### config.mk
export PLATFORM = sky130hd
export DESIGN_NAME = mcyc_core_param
export DESIGN_NICKNAME = d
export VERILOG_FILES = /design/src/rtl/mcyc_core_param.sv
export SDC_FILE = /design/constraint.sdc
export NUM_CORES = 1
export LEC_CHECK = 0
export ABC_AREA = 1
export CORE_ASPECT_RATIO = 0.5
export CORE_MARGIN = 3
export CORE_UTILIZATION = 55
export CTS_BUF_LIST = sky130_fd_sc_hd__clkbuf_4 sky130_fd_sc_hd__clkbuf_8
export DETAILED_ROUTE_END_ITERATION = 12
export PLACE_DENSITY = 0.76
export RECOVER_POWER = 25
export SETUP_SLACK_MARGIN = 0.5
export SYNTH_ARGS = -nofsm -noshare
export SYNTH_HDL_FRONTEND = slang
export SYNTH_SLANG_ARGS = --single-unit
### constraint.sdc
create_clock -name clk -period 5.6 [get_ports clk]
set_input_delay 0.84 -clock clk [delete_from_list [all_inputs] [get_ports clk]]
set_output_delay 0.84 -clock clk [all_outputs]
set_load 0.01 [all_outputs]
### src/rtl/mcyc_core_param.sv
// mcyc_core_param: multi-cycle 8-bit-instruction core with a loadable
// instruction memory, a 4-entry register file and a data memory. Every
// instruction passes through FETCH/DECODE/EXEC and optionally MEM and/or WB.
//
// Ports:
//   clk         in   clock, all state updates on the rising edge
//   rst         in   synchronous active-high reset
//   run         in   start pulse, accepted in IDLE or HALT (restarts at pc 0)
//   imem_we     in   instruction-memory write strobe (IDLE/HALT only)
//   imem_waddr  in   instruction-memory write address
//   imem_wdata  in   instruction word to write
//   dbg_raddr   in   debug register index
//   dbg_rdata   out  combinational read of regfile[dbg_raddr]
//   pc          out  current program counter
//   state       out  FSM state (IDLE=0 .. HALT=6)
//   halted      out  high while in HALT
//   busy        out  high in FETCH..WB
module mcyc_core_param #(
  parameter int DATA_W     = 8,
  parameter int IMEM_DEPTH = 16,
  parameter int DMEM_DEPTH = 16,
  localparam int PW        = $clog2(IMEM_DEPTH),
  localparam int AW        = $clog2(DMEM_DEPTH)
) (
  input  logic              clk,
  input  logic              rst,
  input  logic              run,
  input  logic              imem_we,
  input  logic [PW-1:0]     imem_waddr,
  input  logic [7:0]        imem_wdata,
  input  logic [1:0]        dbg_raddr,
  output logic [DATA_W-1:0] dbg_rdata,
  output logic [PW-1:0]     pc,
  output logic [2:0]        state,
  output logic              halted,
  output logic              busy
);

  typedef enum logic [2:0] {
    S_IDLE   = 3'd0,
    S_FETCH  = 3'd1,
    S_DECODE = 3'd2,
    S_EXEC   = 3'd3,
    S_MEM    = 3'd4,
    S_WB     = 3'd5,
    S_HALT   = 3'd6
  } state_e;

  localparam logic [2:0] OP_ADD  = 3'b000;
  localparam logic [2:0] OP_SUB  = 3'b001;
  localparam logic [2:0] OP_HALT = 3'b010;
  localparam logic [2:0] OP_ADDI = 3'b011;
  localparam logic [2:0] OP_BEQZ = 3'b100;
  localparam logic [2:0] OP_SW   = 3'b101;
  localparam logic [2:0] OP_LW   = 3'b110;
  localparam logic [2:0] OP_SLL  = 3'b111;

  function automatic logic [DATA_W-1:0] sext_imm(input logic [2:0] imm);
    return {{(DATA_W-3){imm[2]}}, imm};
  endfunction

  // Branch target relative to the branch's own address, wrapping in PW bits.
  function automatic logic [PW-1:0] branch_target(input logic [PW-1:0] cur,
                                                  input logic [2:0] imm);
    logic [PW-1:0] off;
    off = PW'({{29{imm[2]}}, imm});
    return cur + off;
  endfunction

  state_e            state_q, state_d;
  logic [PW-1:0]     pc_q, pc_d;
  logic [7:0]        ir_q, ir_d;
  logic [DATA_W-1:0] a_q, a_d, b_q, b_d, res_q, res_d;
  logic              rf_we, dmem_we;

  logic [7:0]        imem_q [IMEM_DEPTH];
  logic [DATA_W-1:0] rf_q   [4];
  logic [DATA_W-1:0] dmem_q [DMEM_DEPTH];

  logic [2:0] op;
  logic [1:0] ra, rb;
  logic [2:0] imm;
  assign op  = ir_q[7:5];
  assign ra  = ir_q[4:3];
  assign rb  = ir_q[2:1];
  assign imm = ir_q[2:0];

  always_comb begin
    state_d = state_q;
    pc_d    = pc_q;
    ir_d    = ir_q;
    a_d     = a_q;
    b_d     = b_q;
    res_d   = res_q;
    rf_we   = 1'b0;
    dmem_we = 1'b0;
    case (state_q)
      S_IDLE, S_HALT: begin
        if (run) begin
          pc_d    = '0;
          state_d = S_FETCH;
        end
      end
      S_FETCH: begin
        ir_d    = imem_q[pc_q];
        state_d = S_DECODE;
      end
      S_DECODE: begin
        a_d = rf_q[ra];
        // B carries the immediate for ADDI/SLL, otherwise the rb register
        // (which is also the memory address for LW/SW).
        if (op == OP_ADDI)     b_d = sext_imm(imm);
        else if (op == OP_SLL) b_d = {{(DATA_W-3){1'b0}}, imm};
        else                   b_d = rf_q[rb];
        state_d = S_EXEC;
      end
      S_EXEC: begin
        state_d = S_WB;
        case (op)
          OP_ADD, OP_ADDI: res_d = a_q + b_q;
          OP_SUB:          res_d = a_q - b_q;
          // Logical shift by up to 7 naturally yields 0 once it reaches DATA_W.
          OP_SLL:          res_d = a_q << b_q[2:0];
          OP_LW, OP_SW: begin
            res_d   = b_q;
            state_d = S_MEM;
          end
          OP_BEQZ: begin
            pc_d    = (a_q == '0) ? branch_target(pc_q, imm) : pc_q + PW'(1);
            state_d = S_FETCH;
          end
          default: state_d = S_HALT;
        endcase
      end
      S_MEM: begin
        if (op == OP_SW) begin
          dmem_we = 1'b1;
          pc_d    = pc_q + PW'(1);
          state_d = S_FETCH;
        end else begin
          res_d   = dmem_q[res_q[AW-1:0]];
          state_d = S_WB;
        end
      end
      S_WB: begin
        rf_we   = 1'b1;
        pc_d    = pc_q + PW'(1);
        state_d = S_FETCH;
      end
      default: state_d = S_IDLE;
    endcase
  end

  always_ff @(posedge clk) begin
    if (rst) begin
      state_q <= S_IDLE;
      pc_q    <= '0;
      ir_q    <= '0;
      a_q     <= '0;
      b_q     <= '0;
      res_q   <= '0;
      for (int i = 0; i < 4; i++) rf_q[i] <= '0;
      for (int i = 0; i < DMEM_DEPTH; i++) dmem_q[i] <= '0;
    end else begin
      state_q <= state_d;
      pc_q    <= pc_d;
      ir_q    <= ir_d;
      a_q     <= a_d;
      b_q     <= b_d;
      res_q   <= res_d;
      if (rf_we)   rf_q[ra] <= res_q;
      if (dmem_we) dmem_q[res_q[AW-1:0]] <= a_q;
    end
  end

  // Instruction memory survives reset; loads only while the core is parked.
  always_ff @(posedge clk) begin
    if (!rst && imem_we && (state_q == S_IDLE || state_q == S_HALT))
      imem_q[imem_waddr] <= imem_wdata;
  end

  assign dbg_rdata = rf_q[dbg_raddr];
  assign pc        = pc_q;
  assign state     = state_q;
  assign halted    = (state_q == S_HALT);
  assign busy      = (state_q != S_IDLE) && (state_q != S_HALT);

endmodule
# Word-level counts from Yosys, hierarchy flattened
# Memory sizes are Yosys's and may differ from the RTL's. A register that Yosys moved wholly into a read port is not among the register bits.
# Index checks and enable logic that the tools add are counted.
[classes] shifts=1 muxes=35 n_eq_ne=18 reduce_logical=19 n_addsub=4
[op_table] op="two-way mux 8 bit" count=5
[op_table] op="one-hot mux 8 bit (4 select lines)" count=1
[op_table] op="two-way mux 4 bit" count=7
[op_table] op="equality test 3 bit (second input constant)" count=7
[op_table] op="one-hot mux 3 bit (6 select lines)" count=1
[op_table] op="one-hot mux 4 bit (4 select lines)" count=1
[op_table] op="one-hot mux 8 bit (2 select lines)" count=1
[op_table] op="OR reduction 8 bit" count=2
[op_table] op="two-way mux 1 bit" count=15
[op_table] op="equality test 3 x 2 -> 1 bit (second input constant)" count=3
[op_table] op="one-hot mux 3 bit (3 select lines)" count=1
[op_table] op="adder 8 bit" count=1
[op_table] op="zero test 8 bit" count=1
[op_table] op="<< shifter 8 x 3 -> 8 bit" count=1
[op_table] op="subtractor 8 bit" count=1
[op_table] op="equality test 3 x 1 -> 1 bit (second input constant)" count=2
[op_table] op="zero test 3 bit" count=2
[op_table] op="two-way mux 3 bit" count=2
[op_table] op="!= test 2 bit (second input constant)" count=3
[op_table] op="OR reduction 2 bit" count=3
[op_table] op="!= test 5 bit (second input constant)" count=1
[op_table] op="adder 4 x 1 -> 4 bit (second input constant)" count=1
[op_table] op="adder 4 bit" count=1
[op_table] op="AND reduction 4 bit" count=1
[op_table] op="other kinds (11)" count=13
[word_totals] wordCells=84 in_bits=18 mem_count=3 output_inout_bits=17 reg_bits=23 ramBits=288
[mem_list] memory="dmem_q" depth=16 word_bits=8 read_ports=1 rd_ports_with_merged_regs=1 write_ports=16 line="78" source="logic [DATA_W-1:0] dmem_q [DMEM_DEPTH];"
[mem_list] memory="imem_q" depth=16 word_bits=8 read_ports=1 rd_ports_with_merged_regs=1 write_ports=1 line="76" source="logic [7:0] imem_q [IMEM_DEPTH];"
[mem_list] memory="rf_q" depth=4 word_bits=8 read_ports=3 rd_ports_with_merged_regs=1 write_ports=4 line="77" source="logic [DATA_W-1:0] rf_q [4];"

# Logic depth before layout (Yosys ltp)
[logic_depth] ltp_word=8 mapped_depth=19 mapped_depth_nobuf=18

# Worst setup path after synthesis
# OpenSTA, ideal clock, no wires.
[synth_path] path_kind="reg-to-reg" start="reg b_q[1]" end="reg res_q[7]" setup_time_ns=0.132 stages_incl_launch_ff=18 t_required_ns=5.468 n_path_buf=1 arrival_time_ns=2.259 period_less_slack_ns=2.391 slack_ns=3.209 path_cell_list="dfxtp_1 > inv_1 > clkbuf_1 > ha_1 > inv_1 > nor3_1 > nand2_1 > nand2_1 > xor2_1 > ha_1 > a21oi_1 > nand2_1 > a21oi_1 > nand3_1 > nand3_1 > nand2_1 > nand2_1 > a21oi_1"
[synth_via] elab_chain_cells=3 elab_cells_between_ends=5 cone_classes="2 x add/sub; 1 x shift; 2 x mux"
[synth_rtl] item="start, declared" line="73" source="logic [DATA_W-1:0] a_q, a_d, b_q, b_d, res_q, res_d;"
[synth_rtl] item="start signal, assigned" line="160" source="b_q <= '0;"
[synth_rtl] item="start signal, assigned" line="169" source="b_q <= b_d;"
[synth_rtl] item="subtractor 8 bit (tied with other cells)" line="121" source="OP_SUB: res_d = a_q - b_q;"
[synth_rtl] item="one-hot mux 8 bit (4 select lines) (*)" line="119" source="case (op)"
[synth_rtl] item="one-hot mux 8 bit (2 select lines) (*)" line="97" source="case (state_q)"
[synth_rtl] item="end signal, assigned" line="170" source="res_q <= res_d;"
[synth_rtl] item="end, declared" line="73"
# Every way passes the cells marked *; elsewhere a longest branch is shown, timed or not.
# A chain may end at the register's enable or synchronous reset.

==> flow_metrics.env <==
export IMPL_status="finished, violations left"
export IMPL_violations="capacitance limit, slew limit"
export IMPL_synth_edf_count=288
export IMPL_drt_total_wl_um=40000
export IMPL_grt_max_degree=78
export IMPL_slew_headroom_pct=-34.0
export IMPL_cts_tree="built"
export IMPL_rsz0062_at_grt="no"
export IMPL_reg2reg_depth=10
export IMPL_clockBufferDepth=3
export IMPL_die_area_um2=30700
export IMPL_hold_path_depth=2
export IMPL_avgRoutedWirePerCell_um=19.7
export IMPL_io_buffers=34
export IMPL_initial_core_util_pct=57.6
export IMPL_clk_latency_ns=0.60
export IMPL_worstMarginPinSlew_ns=2.01
export IMPL_cts_htree_levels=2
export IMPL_netlist_area_um2=15700
export IMPL_grt_pass1_vias=11600
export IMPL_fmax_mhz=255
export IMPL_grt_pass1_wl_um=62300
export IMPL_dpl_hpwl_um=26100
export IMPL_avgSynthCellArea_um2=9.69
export IMPL_cts_repair_resized=0
export IMPL_drt_pre_antenna_iters=5
export IMPL_core_area_um2=27200
export IMPL_final_setup_viol_count=0
export IMPL_yosys_warnings=0
export IMPL_fin_crit_ns=3.92
export IMPL_cp_max_fo=71
export IMPL_layout_common_cells="nor2_1, edfxtp_1, o21ai_0"
export IMPL_ys_seq_area_share_pct=60.7
export IMPL_synthDistinctLibCells=40
export IMPL_skew_ns=0.0355
export IMPL_fin_nets=1653
export IMPL_gp_congestion=0.926
export IMPL_cts_root_buf="clkbuf_8"
export IMPL_async_flop_share_pct=0
export IMPL_area_growth_synth_to_final_pct=8.74
export IMPL_die_x_um=245
export IMPL_die_y_um=125
export IMPL_p_clk_share_pct=27.1
export IMPL_clk_pin_slew_worst_paths_ns=0.07
export IMPL_synth_net_count=1650
export IMPL_hold_class="reg -> reg"
export IMPL_ant_nets=0
export IMPL_avgViaCountPerCell=5.93
export IMPL_rows=42
export IMPL_drive_above_1_share_pct=7.02
export IMPL_vias=12000
export IMPL_synth_main_ff_cell="edfxtp_1"
export IMPL_slew_violations=84
export IMPL_gr_total_overflow=0
export IMPL_required_ns=6.07
export IMPL_final_util_pct=62.6
export IMPL_drtIter0Drc=1420
export IMPL_p_int_uw=4400
export IMPL_p_comb_share_pct=30.0
export IMPL_cts_sinks=331
export IMPL_cap_violations=2
export IMPL_min_period_over_period_pct=70.0
export IMPL_crit_arrival_ns=4.38
export IMPL_p_leak_uw=0.00625
export IMPL_critPathLaunchType="flip-flop"
export IMPL_antenna_found_initial=0
export IMPL_pin_count=35
export IMPL_finalHoldViolCount=0
export IMPL_peakVddDrop_mv=0.249
export IMPL_end_kind="flip-flop"
export IMPL_pwr_share_seq_pct=42.9
export IMPL_p_per_area_nw_per_um2=405
export IMPL_syn_inst=1617
export IMPL_crit_type="reg -> reg"
export IMPL_timing_setup_tns_ns=0
export IMPL_power_switching_uw=2500
export IMPL_cts_made_buffers=46
export IMPL_synth_seq_cells=331
export IMPL_postCtsHoldBufs=0
export IMPL_mostFrequentLayoutCell="nor2_1"
export IMPL_grt_usage_pct=25.6
export IMPL_cts_setup_buffers=0
export IMPL_drc_errors=0
export IMPL_n_antenna_cell=0
export IMPL_p_sw_share_pct=36.2
## worst paths after layout
check                                      startpoint                     to  slack (ns)
worst max-delay path               pc[0]$_SDFFE_PP0P_   ir_q[4]$_SDFFE_PP0N_        1.68
worst max register to register     pc[0]$_SDFFE_PP0P_   ir_q[4]$_SDFFE_PP0N_        1.68
worst min-delay path            res_q[6]$_SDFFE_PP0P_  res_q[6]$_SDFFE_PP0P_        0.47
worst min register to register  res_q[6]$_SDFFE_PP0P_  res_q[6]$_SDFFE_PP0P_        0.47
## per-layer routing
metal  GRT usage, %  share of wire (%)  vias up
li1               -                  -     5595
met3           4.43                8.5      105
met1           32.9                 39     5703
met2           44.7                 49      618
met4           8.25                2.8        0
met5              0                  0        -
## power by group through the flow
stage	Sequential (uW)	Combinational, uW	Clock (uW)
6_report	2960	2070	1870
5_1_grt	2980	2290	1990
4_1_cts	2960	2040	1890
3_5_place_dp	3010	2030	0
3_3_place_gp	3010	1980	0
2_1_floorplan	2930	1490	0
## worst max-delay path: stages (launching register included)
cell and delay [ns]:
dfxtp_2 0.31, clkbuf_2 0.91, inv_1 1.29, nor2_1 0.34, nor2_1 0.07, o21ai_0 0.20, o211ai_1 0.17, nand3_1 0.13
nand3_1 0.10, o211ai_1 0.16, inv_1 0.06
## cell type report
cell class,count,area [um2]
multi-input cells,1084,5340
clock inverters,10,47.5
clock buffers,71,852
repair buffers,41,383
fillers,2235,10200
well taps,374,468
inverters,116,435
flip-flops and latches,331,9510
## registers in the layout, summed over array words and instances, names as in the netlist, named ones only
register and flops:
res_q 8, ir_q 8, dmem_q 128, pc 4
state 3, a_q 8, b_q 8, imem_q 128
rf_q 32
## synthesized netlist by cell type, types with 4 or more instances
| library cell | number | area share, % |
|---|---|---|
| clkbuf_1 | 57 | 1.4 |
| a21oi_1 | 73 | 2.3 |
| nor3_1 | 4 | 0.13 |
| nor3_4 | 4 | 0.42 |
| buf_2 | 18 | 0.57 |
| o211ai_1 | 73 | 3.5 |
| nand3_1 | 88 | 2.8 |
| edfxtp_1 | 288 | 55 |
| nand2_4 | 18 | 1.3 |
| nand4_1 | 7 | 0.28 |
| clkinv_1 | 12 | 0.29 |
| nor2_1 | 392 | 9.4 |
| xor2_1 | 7 | 0.39 |
| o21ai_0 | 203 | 6.5 |
| nand2_1 | 163 | 3.9 |
| xnor2_1 | 5 | 0.28 |
| buf_1 | 5 | 0.12 |
| dfxtp_1 | 43 | 5.5 |
| ha_1 | 13 | 1.0 |
| o22ai_1 | 6 | 0.24 |
| inv_1 | 102 | 2.4 |
## per-stage QoR
step | hold slack (ns) | instance area [um2] | power (uW) | instances | setup WS [ns]
floorplan | 0.445 | 15700 | 4420 | 1617 | 3.21
CTS | 0.473 | 17100 | 6890 | 2027 | 1.86
global placement | 0.471 | 16200 | 4990 | 1946 | 1.69
global route | 0.508 | 17000 | 7250 | 2027 | 1.24
detailed placement | 0.463 | 16200 | 5040 | 1946 | 1.57
finish | 0.473 | 17000 | 6900 | 2027 | 1.68
## kinds of logic (layout without fill, tap and decap cells)
logic type	after synthesis	in the layout	share of synthesized area, %
adder cells (fa/ha/maj)	15	15	1.29
AO/OA/AOI/OAI	371	371	13.3
flip-flops	331	331	60.7
AND/OR/NAND/NOR	686	686	18.8
buffers and inverters	202	238	5.20
XOR/XNOR	12	12	0.671
(Power assumes the default switching activity.)
